File: config.mk
export PLATFORM = sky130hd
export DESIGN_NAME = phase_time_config
export DESIGN_NICKNAME = d
export VERILOG_FILES = /design/src/rtl/traffic_cfg_pkg.sv /design/src/rtl/btn_edge.sv /design/src/rtl/phase_time_config.sv
export SDC_FILE = /design/constraint.sdc
export NUM_CORES = 1
export LEC_CHECK = 0
export CAP_MARGIN = 0
export CORE_ASPECT_RATIO = 1.2
export CORE_UTILIZATION = 50
export CTS_BUF_LIST = sky130_fd_sc_hd__clkbuf_8
export DETAILED_ROUTE_END_ITERATION = 7
export GPL_TIMING_DRIVEN = 0
export PLACE_DENSITY_LB_ADDON = 0.3
export SYNTH_ARGS = -nofsm -noshare
export SYNTH_HDL_FRONTEND = slang
export SYNTH_SLANG_ARGS = --single-unit
File: constraint.sdc
create_clock -name clk -period 3 [get_ports clk]
set_input_delay 0.45 -clock clk [delete_from_list [all_inputs] [get_ports clk]]
set_output_delay 0.45 -clock clk [all_outputs]
set_load 0.02 [all_outputs]
File: src/rtl/traffic_cfg_pkg.sv
// traffic_cfg_pkg: shared definitions for the phase time configuration block.
//   DEFAULT_MIN_TIME / DEFAULT_MAX_TIME : default inclusive edit range in seconds
//   cfg_state_t                         : configuration FSM state encoding
package traffic_cfg_pkg;

  localparam int unsigned DEFAULT_MIN_TIME = 1;
  localparam int unsigned DEFAULT_MAX_TIME = 99;

  typedef enum logic [1:0] {
    IDLE,
    LOAD,
    EDIT,
    CHECK
  } cfg_state_t;

endpackage

File: src/rtl/btn_edge.sv
// btn_edge: rising-edge detector for one synchronised level button, with an
// optional hold-to-repeat counter.
//   clk, reset : clock and asynchronous active-high reset
//   btn        : synchronised level button input
//   act        : one-cycle action pulse (rising edge, or auto-repeat tick)
// Build option: CFG_AUTOREPEAT_EN enables the repeat counter for instances with
// AUTO_REPEAT=1. Without it the output is the plain rising edge.
module btn_edge #(
  parameter bit          AUTO_REPEAT   = 1'b0,
  parameter int unsigned HOLD_CYCLES   = 50_000_000,
  parameter int unsigned REPEAT_CYCLES = 10_000_000
) (
  input  logic clk,
  input  logic reset,
  input  logic btn,
  output logic act
);

  logic btn_q;
  logic rise;

  always_ff @(posedge clk or posedge reset) begin
    if (reset) btn_q <= 1'b0;
    else       btn_q <= btn;
  end

  assign rise = btn & ~btn_q;

`ifdef CFG_AUTOREPEAT_EN
  logic [31:0] cnt_q, cnt_d;
  logic        rep_q, rep_d;
  logic        fire;

  // cnt counts cycles since the edge (or since the last repeat); rep marks that
  // the first hold delay has already elapsed.
  always_comb begin
    cnt_d = cnt_q;
    rep_d = rep_q;
    fire  = 1'b0;
    if (!AUTO_REPEAT || !btn) begin
      cnt_d = '0;
      rep_d = 1'b0;
    end else if (rise) begin
      cnt_d = 32'd1;
      rep_d = 1'b0;
    end else if (cnt_q == (rep_q ? REPEAT_CYCLES : HOLD_CYCLES)) begin
      fire  = 1'b1;
      cnt_d = 32'd1;
      rep_d = 1'b1;
    end else begin
      cnt_d = cnt_q + 32'd1;
    end
  end

  always_ff @(posedge clk or posedge reset) begin
    if (reset) begin
      cnt_q <= '0;
      rep_q <= 1'b0;
    end else begin
      cnt_q <= cnt_d;
      rep_q <= rep_d;
    end
  end

  assign act = rise | fire;
`else
  logic unused_cfg;
  assign unused_cfg = ^{AUTO_REPEAT, HOLD_CYCLES, REPEAT_CYCLES};
  assign act = rise;
`endif

endmodule

File: src/rtl/phase_time_config.sv
// phase_time_config: button-driven editor for traffic light phase durations.
// Loads the running phase times, lets the operator step through phases and
// adjust each one, and commits the edited set only when the red time (phase 0)
// equals the sum of all other phase times.
//   clk, reset      : clock and asynchronous active-high reset
//   enable          : config mode request; dropping it abandons the edit
//   btn_next/inc/dec/confirm : synchronised level buttons (act on rising edge)
//   active_times    : running times, phase k at [k*TIME_W +: TIME_W]
//   modified_times  : last committed times
//   disp_time       : value of the phase being edited (0 when idle)
//   sel_phase       : phase being edited
//   editing         : high while in EDIT
//   confirm_ok/err  : one-cycle result of a confirm
// Build option: CFG_AUTOREPEAT_EN makes held inc/dec repeat after HOLD_CYCLES
// and every REPEAT_CYCLES thereafter.
module phase_time_config
  import traffic_cfg_pkg::*;
#(
  parameter int unsigned NUM_PHASES    = 3,
  parameter int unsigned TIME_W        = 7,
  parameter int unsigned MIN_TIME      = DEFAULT_MIN_TIME,
  parameter int unsigned MAX_TIME      = DEFAULT_MAX_TIME,
  parameter int unsigned HOLD_CYCLES   = 50_000_000,
  parameter int unsigned REPEAT_CYCLES = 10_000_000,
  localparam int unsigned SEL_W        = $clog2(NUM_PHASES)
) (
  input  logic                         clk,
  input  logic                         reset,
  input  logic                         enable,
  input  logic                         btn_next,
  input  logic                         btn_inc,
  input  logic                         btn_dec,
  input  logic                         btn_confirm,
  input  logic [NUM_PHASES*TIME_W-1:0] active_times,
  output logic [NUM_PHASES*TIME_W-1:0] modified_times,
  output logic [TIME_W-1:0]            disp_time,
  output logic [SEL_W-1:0]             sel_phase,
  output logic                         editing,
  output logic                         confirm_ok,
  output logic                         confirm_err
);

  localparam int unsigned SUM_W = TIME_W + $clog2(NUM_PHASES);
  localparam logic [TIME_W-1:0] MIN_T = TIME_W'(MIN_TIME);
  localparam logic [TIME_W-1:0] MAX_T = TIME_W'(MAX_TIME);
  localparam logic [SEL_W-1:0]  LAST_SEL = SEL_W'(NUM_PHASES - 1);

  cfg_state_t                  state_q, state_d;
  logic [TIME_W-1:0]           temp_q [NUM_PHASES];
  logic [TIME_W-1:0]           temp_d [NUM_PHASES];
  logic [SEL_W-1:0]            sel_q, sel_d;
  logic [NUM_PHASES*TIME_W-1:0] mod_q, mod_d;
  logic [SUM_W-1:0]            sum;
  logic                        sum_ok;
  logic                        act_next, act_inc, act_dec, act_confirm;

  btn_edge #(.AUTO_REPEAT(1'b0), .HOLD_CYCLES(HOLD_CYCLES), .REPEAT_CYCLES(REPEAT_CYCLES))
    u_next (.clk(clk), .reset(reset), .btn(btn_next), .act(act_next));
  btn_edge #(.AUTO_REPEAT(1'b1), .HOLD_CYCLES(HOLD_CYCLES), .REPEAT_CYCLES(REPEAT_CYCLES))
    u_inc (.clk(clk), .reset(reset), .btn(btn_inc), .act(act_inc));
  btn_edge #(.AUTO_REPEAT(1'b1), .HOLD_CYCLES(HOLD_CYCLES), .REPEAT_CYCLES(REPEAT_CYCLES))
    u_dec (.clk(clk), .reset(reset), .btn(btn_dec), .act(act_dec));
  btn_edge #(.AUTO_REPEAT(1'b0), .HOLD_CYCLES(HOLD_CYCLES), .REPEAT_CYCLES(REPEAT_CYCLES))
    u_confirm (.clk(clk), .reset(reset), .btn(btn_confirm), .act(act_confirm));

  function automatic logic [TIME_W-1:0] clamp(input logic [TIME_W-1:0] v);
    if (v < MIN_T)      return MIN_T;
    else if (v > MAX_T) return MAX_T;
    else                return v;
  endfunction

  // Sum is widened so that N-1 phases at full scale cannot overflow.
  always_comb begin
    sum = '0;
    for (int k = 1; k < NUM_PHASES; k++) sum = sum + SUM_W'(temp_q[k]);
  end
  assign sum_ok = (SUM_W'(temp_q[0]) == sum);

  always_comb begin
    state_d = state_q;
    temp_d  = temp_q;
    sel_d   = sel_q;
    mod_d   = mod_q;
    if (!enable) begin
      state_d = IDLE;
      sel_d   = '0;
      for (int k = 0; k < NUM_PHASES; k++) temp_d[k] = '0;
    end else begin
      unique case (state_q)
        IDLE: state_d = LOAD;
        LOAD: begin
          for (int k = 0; k < NUM_PHASES; k++) begin
            temp_d[k] = clamp(active_times[k*TIME_W +: TIME_W]);
          end
          mod_d   = active_times;
          sel_d   = '0;
          state_d = EDIT;
        end
        EDIT: begin
          // Priority confirm > next > inc > dec; losing edges are dropped.
          if (act_confirm) begin
            state_d = CHECK;
          end else if (act_next) begin
            sel_d = (sel_q == LAST_SEL) ? '0 : sel_q + SEL_W'(1);
          end else if (act_inc) begin
            temp_d[sel_q] = (temp_q[sel_q] >= MAX_T) ? MIN_T : temp_q[sel_q] + TIME_W'(1);
          end else if (act_dec) begin
            temp_d[sel_q] = (temp_q[sel_q] <= MIN_T) ? MAX_T : temp_q[sel_q] - TIME_W'(1);
          end
        end
        CHECK: begin
          state_d = EDIT;
          if (sum_ok) begin
            for (int k = 0; k < NUM_PHASES; k++) mod_d[k*TIME_W +: TIME_W] = temp_q[k];
          end
        end
        default: state_d = IDLE;
      endcase
    end
  end

  always_ff @(posedge clk or posedge reset) begin
    if (reset) begin
      state_q <= IDLE;
      sel_q   <= '0;
      mod_q   <= '0;
      for (int k = 0; k < NUM_PHASES; k++) temp_q[k] <= '0;
    end else begin
      state_q <= state_d;
      sel_q   <= sel_d;
      mod_q   <= mod_d;
      temp_q  <= temp_d;
    end
  end

  always_comb begin
    editing        = (state_q == EDIT);
    disp_time      = ((state_q == EDIT) || (state_q == CHECK)) ? temp_q[sel_q] : '0;
    // A CHECK cut short by enable dropping neither commits nor reports.
    confirm_ok     = (state_q == CHECK) && enable && sum_ok;
    confirm_err    = (state_q == CHECK) && enable && !sum_ok;
    sel_phase      = sel_q;
    modified_times = mod_q;
  end

endmodule

==> results_dict.tcl, run 1 <==
set metrics [dict create \
    outcome "finished, violations left" \
    failed_checks "negative setup slack" \
    yosysTopAreaCellShare_pct 36.04 \
    syn_to_final_growth_pct 29.95 \
    crit_type "flop to output pin" \
    tritoncts "built" \
    dieArea_um2 7283 \
    finalSetupViolCount 23 \
    slew_headroom_pct 53.23 \
    netlist_area_um2 3472 \
    cts.sinks 50 \
    finalCoreUtilization_pct 68.71 \
    cts_root_buf "clkbuf_8" \
    final_common_cell "clkdlybuf4s50_1" \
    fillers 523 \
    final_max_slew_viol_count 0 \
    grt_remaining_overflow 0 \
    final_cell_mix "58 x clkdlybuf4s50_1, 49 x dfrtp_1, 27 x nand2_1" \
    worst_slack_ps -303.2 \
    h-tree-depth 2 \
    grt_pass1_wl_um 15770 \
    numCtsBuffers 5 \
    cp-end-kind "output pin" \
    clk_path_buf_depth 2 \
    synth_top_area_cell "dfrtp_1" \
    grt_pass1_vias 3037 \
    worstPathArrival_ps 2850 \
    rsz0062_at_grt "true" \
    grt_usage_pct 28.00 \
    antenna_found_initial 0 \
    ys_seq_area_share_pct 36.04 \
    tightest_slew_ps 698.9 \
    ys_warn_count 0 \
    cap_violations 0 \
    hold_violations 0 \
    fin_crit_sh_pct 110.1 \
    wl_per_cell_um 19.17 \
    port-buffer-count 60 \
    avgSynthCellArea_um2 9.977 \
    synth_area_leaders "dfrtp_1 36%, mux2_4 8.6%, mux2_2 7.1%" \
    cp_max_fo 3 \
    drtIter0Drc 253 \
    drc 0 \
    synth_cell_type_count 55 \
    power.leakage_uw 0.001947 \
    diodes 0 \
    synthCells 348 \
    setup_tns_ps -6004 \
    routed_wl_um 9893 \
    dp_hpwl_um 7164 \
    fp.dieH_um 93.29 \
    multi_input_area_um2 2176 \
    irDropWorstVdd_mv 0.3868 \
    placedCellCount 494 \
    instances_no_fill 516 \
    place_congestion 0.9067 \
    ys_seq_elements 50 \
    clock_latency_ps 300 \
    die_w_um 78.07 \
    finalClockSkew_ps 10.07 \
    vias_per_cell 6.112 \
    ys.flop_type "dfrtp_1" \
    synth_edf_count 0 \
    grt_max_degree 32 \
    power_density_nw_per_um2 535.6 \
    nNetsFinal 470 \
    ios 61 \
    vias 3154 \
    path_clk_slew_ps 90 \
    crit_required_ps 2550 \
    regToRegSetupSlack_ps -290 \
    antenna_left 0 \
    holdWs_ps 466.4 \
    core_area_um2 6566 \
    drive_gt1_share_pct 21.11 \
    syn_nets 387 \
    cp-start-kind "flop" \
    drtPass1Iterations 4 \
    period_minus_slack_ps 3303 \
    fmax_mhz 302.7 \
    row_count 32 \
    cts_hold_buf 0 \
    ys_async_sr_fraction_pct 100.0 \
    hp-class "input port to async pin" \
    start_util_pct 52.88 \
    regArea_um2 1252 \
]
power breakdown:
part	internal (uW)	switching (uW)
combinational	576	541
clock	157	229
sequential	808	106
total	1540	875
cell usage after synthesis (5+ instances only):
master and instances:
nor2b_1 6, a22oi_1 12, clkbuf_1 7, inv_1 6
nor3_1 11, nand2b_1 7, xnor2_1 6, and2_1 5
mux2i_1 7, dfrtp_1 50, ha_1 10, buf_2 5
o21ai_1 8, mux2_2 22, a211oi_1 5, o21ai_0 14
nor2_1 21, xor2_1 6, nand3_1 9, nand2_1 27
a21oi_1 21, a21o_1 9, mux2_4 20, o211ai_1 5
registers in the layout, summed over array words and instances, names as in the netlist:
register,flops
state_q,2
u_confirm.btn_q,1
temp_q,21
u_inc.btn_q,1
modified_times,21
u_next.btn_q,1
sel_phase,2
u_dec.btn_q,1
area by class of cell:
class	count	area share [%]
timing repair buffer	76	17.33
tap	85	2.357
sequential	50	27.76
inverter	7	0.5824
multi-input combinational	277	48.23
clock buffer	5	1.525
buffer	14	1.969
clock inverter	2	0.2496
cell families (layout without fill, tap and decap cells):
kind of cell	Yosys count	in the layout	share of synthesized area, %
XOR/XNOR	12	12	3.027
AO/OA/AOI/OAI	108	108	22.24
flip-flops	50	50	36.04
multiplexers	51	51	18.45
AND/OR/NAND/NOR	95	95	13.19
adder cells (fa/ha/maj)	11	11	4.180
buffers and inverters	21	104	2.883
through the flow:
step / power, uW / setup slack (ps) / instance area, um2
finish: 2417 / -303.2 / 4512
global route: 2522 / -369.5 / 4512
CTS: 2380 / -264.0 / 4404
detailed placement: 1953 / -522.5 / 4199
global placement: 1938 / -515.4 / 4179
floorplan: 1543 / 62.74 / 3472
layer usage:
layer / global-route usage [%] / vias up / routed length, um
met4: 10.34 / 0 / 236
li1: - / 1475 / -
met5: 0 / - / 0
met1: 37.27 / 1545 / 4218
met2: 46.35 / 113 / 4856
met3: 3.707 / 21 / 582
worst paths after layout:
kind | start | to | cells past startpoint
max reg2reg | temp_q[0]$_DFFE_PP0P_ | modified_times[6]$_DFFE_PP0P_ | 13
max in group asynchronous | reset | temp_q[13]$_DFFE_PP0P_ | 3
min | reset | modified_times[14]$_DFFE_PP0P_ | 2
min reg2reg | modified_times[7]$_DFFE_PP0P_ | modified_times[7]$_DFFE_PP0P_ | 1
max | temp_q[0]$_DFFE_PP0P_ | confirm_err | 10
min in group clk | modified_times[7]$_DFFE_PP0P_ | modified_times[7]$_DFFE_PP0P_ | 1
critical path: stages (launching register included):
cell	delay [ps]
dfrtp_2	460
ha_4	180
fa_2	360
a21o_1	170
a21o_1	180
buf_4	150
xnor2_2	140
nand4_1	120
a2111o_1	470
nor2b_1	160
buf_4	150
repair_timing:
action                                  4_1_cts  5_1_grt
gates resized for setup                      19        8
pin swaps                                     9        4
cloned                                        1        1
buffers inserted                              8        5
hold endpoints to repair                      0        0
endpoints found under the setup margin       23       37
Power figures use the tool's default switching activity.
==> run 2, diff against run 1 <==
--- a/config.mk
+++ b/config.mk
@@ -7,11 +7,12 @@
 export LEC_CHECK = 0
 export CAP_MARGIN = 0
 export CORE_ASPECT_RATIO = 1.2
-export CORE_UTILIZATION = 50
+export CORE_UTILIZATION = 51
 export CTS_BUF_LIST = sky130_fd_sc_hd__clkbuf_8
 export DETAILED_ROUTE_END_ITERATION = 7
 export GPL_TIMING_DRIVEN = 0
 export PLACE_DENSITY_LB_ADDON = 0.3
 export SYNTH_ARGS = -nofsm -noshare
 export SYNTH_HDL_FRONTEND = slang
+export SYNTH_HIERARCHICAL = 1
 export SYNTH_SLANG_ARGS = --single-unit
==> results_dict.tcl, run 2 <==
set metrics [dict create \
    outcome "finished, violations left" \
    failed_checks "design-rule violations, negative setup slack" \
    grt_max_degree 37 \
    setup_tns_ps -151.2 \
    ys_seq_area_share_pct 31.05 \
    synth_cell_type_count 60 \
    cp_max_fo 2 \
    slew_headroom_pct 50.92 \
    antenna_found_initial 0 \
    wl_met1_um 4815 \
    synth_area_leaders "dfrtp_1 31%, o21ai_0 6.5%, mux2_2 5.6%" \
    finalClockSkew_ps 11.58 \
    p_total_uw 3203 \
    path_cells "ha_4, fa_2, xnor2_1, nand4_1, nor3_2, o21ai_2, clkbuf_8, nor3_4, and3_4, buf_6" \
    hold_violations 0 \
    ys.flop_type "dfrtp_1" \
    holdWs_ps 378.4 \
    drc 4 \
    pwr-share-clk_pct 13.0 \
    synth_top_area_cell "dfrtp_1" \
    dp_hpwl_um 9507 \
    syn_to_final_growth_pct 26.48 \
    power_density_nw_per_um2 628.4 \
    rsz0062_at_grt "true" \
    drtPass1Iterations 8 \
    finalCoreUtilization_pct 66.51 \
    synth_edf_count 0 \
    drive_gt1_share_pct 16.06 \
    clk_path_buf_depth 2 \
    finalSetupViolCount 2 \
    max_stage_delay_ps 540 \
    row_count 35 \
    regToRegSetupSlack_ps 70 \
    wl_met3_um 1181 \
    swShare_pct 42.68 \
    tightest_slew_ps 733.4 \
    top_layer_used "met4" \
    ys_warn_count 6 \
    comb_power_share_pct 55.3 \
    multi_input_area_um2 2688 \
    grt_pass1_wl_um 21020 \
    antenna_left 0 \
    cp-end-kind "output pin" \
    r2r-start "temp_q[0]$_DFFE_PP0P_" \
    diodes 0 \
    start_util_pct 52.59 \
    fin_crit_sh_pct 103.5 \
    port-buffer-count 59 \
    ys_seq_elements 50 \
    grt_remaining_overflow 0 \
    cts_root_buf "clkbuf_8" \
    cp-start-kind "flop" \
    clock_latency_ps 310 \
    crit_type "flop to output pin" \
    ios 61 \
    core_area_um2 7664 \
    worstPathArrival_ps 2650 \
    crit_required_ps 2550 \
    numCtsBuffers 5 \
    final_max_slew_viol_count 0 \
    fmax_mhz 322.1 \
    power.leakage_uw 0.002030 \
    ys_async_sr_fraction_pct 100.0 \
    netlist_area_um2 4030 \
    final_common_cell "clkdlybuf4s50_1" \
    tritoncts "built" \
    vias_per_cell 6.779 \
    syn_nets 512 \
    period_minus_slack_ps 3104 \
    vias 4379 \
    irDropWorstVdd_mv 0.5066 \
    place_congestion 0.9584 \
    cts.sinks 50 \
    worst_slack_ps -104.5 \
    yosysTopAreaCellShare_pct 31.05 \
    r2r_end "modified_times[2]$_DFFE_PP0P_" \
    avgSynthCellArea_um2 8.520 \
    reg2regPathDepth 11 \
    drtIter0Drc 444 \
    h-tree-depth 2 \
    fillers 633 \
    cts_hold_buf 0 \
    power_switching_uw 1367 \
    fp.dieH_um 99.38 \
    synthTopCellsByCount "52 x o21ai_0, 50 x dfrtp_1, 46 x nand2_1, 30 x and2_1, 28 x clkbuf_1" \
    p_int_uw 1836 \
    cap_violations 0 \
    wl_per_cell_um 20.15 \
    met2_length_um 6450 \
    path_clk_slew_ps 100 \
    crit_path_top_delay_cell "fa_2" \
    synth_most_common_cell "o21ai_0" \
    routed_wl_um 13020 \
    hp-class "input port to async pin" \
    synthCells 473 \
    grt_usage_pct 31.90 \
    nNetsFinal 592 \
    dieArea_um2 8263 \
    die_w_um 83.15 \
    final_cell_mix "57 x clkdlybuf4s50_1, 50 x o21ai_0, 47 x dfrtp_1" \
    seqPwrFrac_pct 31.6 \
    regArea_um2 1255 \
    grt_pass1_vias 4285 \
]
[run 2: cell types whose count changed after synthesis, moves of 8 or more]
cell / previous run / this run
inv_1: 6 / 14
nor2_1: 21 / 10
nand3_1: 9 / 26
mux2_4: 20 / 0
o21ai_0: 14 / 52
clkbuf_1: 7 / 28
a222oi_1: 0 / 21
nand2_1: 27 / 46
or4_1: 0 / 21
and2_1: 5 / 30
[run 2: worst max path at each step]
stage / startpoint / end / slack (ps)
2_1_floorplan: temp_q[0]$_DFFE_PP0P_ / confirm_err / 90
3_3_place_gp: temp_q[0]$_DFFE_PP0P_ / confirm_ok / -840
3_5_place_dp: temp_q[0]$_DFFE_PP0P_ / confirm_ok / -840
4_1_cts: temp_q[8]$_DFFE_PP0P_ / confirm_ok / -50
5_1_grt: temp_q[0]$_DFFE_PP0P_ / confirm_ok / -180
6_report: temp_q[0]$_DFFE_PP0P_ / confirm_ok / -100
[run 2: critical path, delay by kind of cell, from the launching register on]
kind            cells  cell delay, ps
simple gates        4             700
buf+inv             2             260
fa+ha+maj           2             730
flops               1             420
compound gates      1             110
xor+xnor            1             130
[run 2: kinds of logic (layout without fill, tap and decap cells)]
group | count (synthesis) | after routing | synth area share, %
buffers and inverters | 49 | 130 | 5.029
multiplexers | 29 | 29 | 8.134
flip-flops | 50 | 50 | 31.05
AO/OA/AOI/OAI | 146 | 146 | 24.96
adder cells (fa/ha/maj) | 11 | 11 | 3.601
XOR/XNOR | 12 | 12 | 2.608
AND/OR/NAND/NOR | 176 | 176 | 24.62
[run 2: cell type report]
| cell class | count | area share [%] |
|---|---|---|
| repair buffers | 74 | 14.16 |
| well taps | 92 | 2.258 |
| plain buffers | 34 | 3.412 |
| multi-input cells | 374 | 52.72 |
| clock inverters | 2 | 0.1718 |
| clock buffers | 6 | 1.620 |
| inverters | 14 | 1.031 |
| flip-flops and latches | 50 | 24.62 |
[run 2: power groups by stage]
stage	registers, uW	clock network (uW)	logic (uW)
floorplan	1160	0	814
global placement	1010	0	1550
detailed placement	1020	0	1590
CTS	1000	415	1720
global route	1030	444	1890
finish	1010	417	1770
[run 2: what timing repair did]
action	in CTS	in global routing
endpoints found under the setup margin	29	22
hold endpoints to repair	0	0
pin swaps	9	5
setup buffers	12	2
resized for setup	38	15
[run 2: metal layers]
metal	track usage [%]	vias to the layer above
li1	-	1956
met1	38.27	2062
met2	55.23	304
met3	4.813	57
met4	17.24	0
met5	0	-
[run 2: stage by stage]
step                setup WS (ps)  cells  area (um2)
CTS                        -53.77    645        5032
floorplan                   91.47    473        4030
finish                     -104.5    646        5097
global route               -179.2    646        5097
global placement           -837.0    624        4736
detailed placement         -840.3    625        4756
==> run 3, diff against run 2 <==
--- a/config.mk
+++ b/config.mk
@@ -5,6 +5,7 @@
 export SDC_FILE = /design/constraint.sdc
 export NUM_CORES = 1
 export LEC_CHECK = 0
+export ABC_CLOCK_PERIOD_IN_PS = 3000
 export CAP_MARGIN = 0
 export CORE_ASPECT_RATIO = 1.2
 export CORE_UTILIZATION = 51
==> results of run 3 <==
Same layout as run 2: the final DEF is identical, and so are final timing and power.
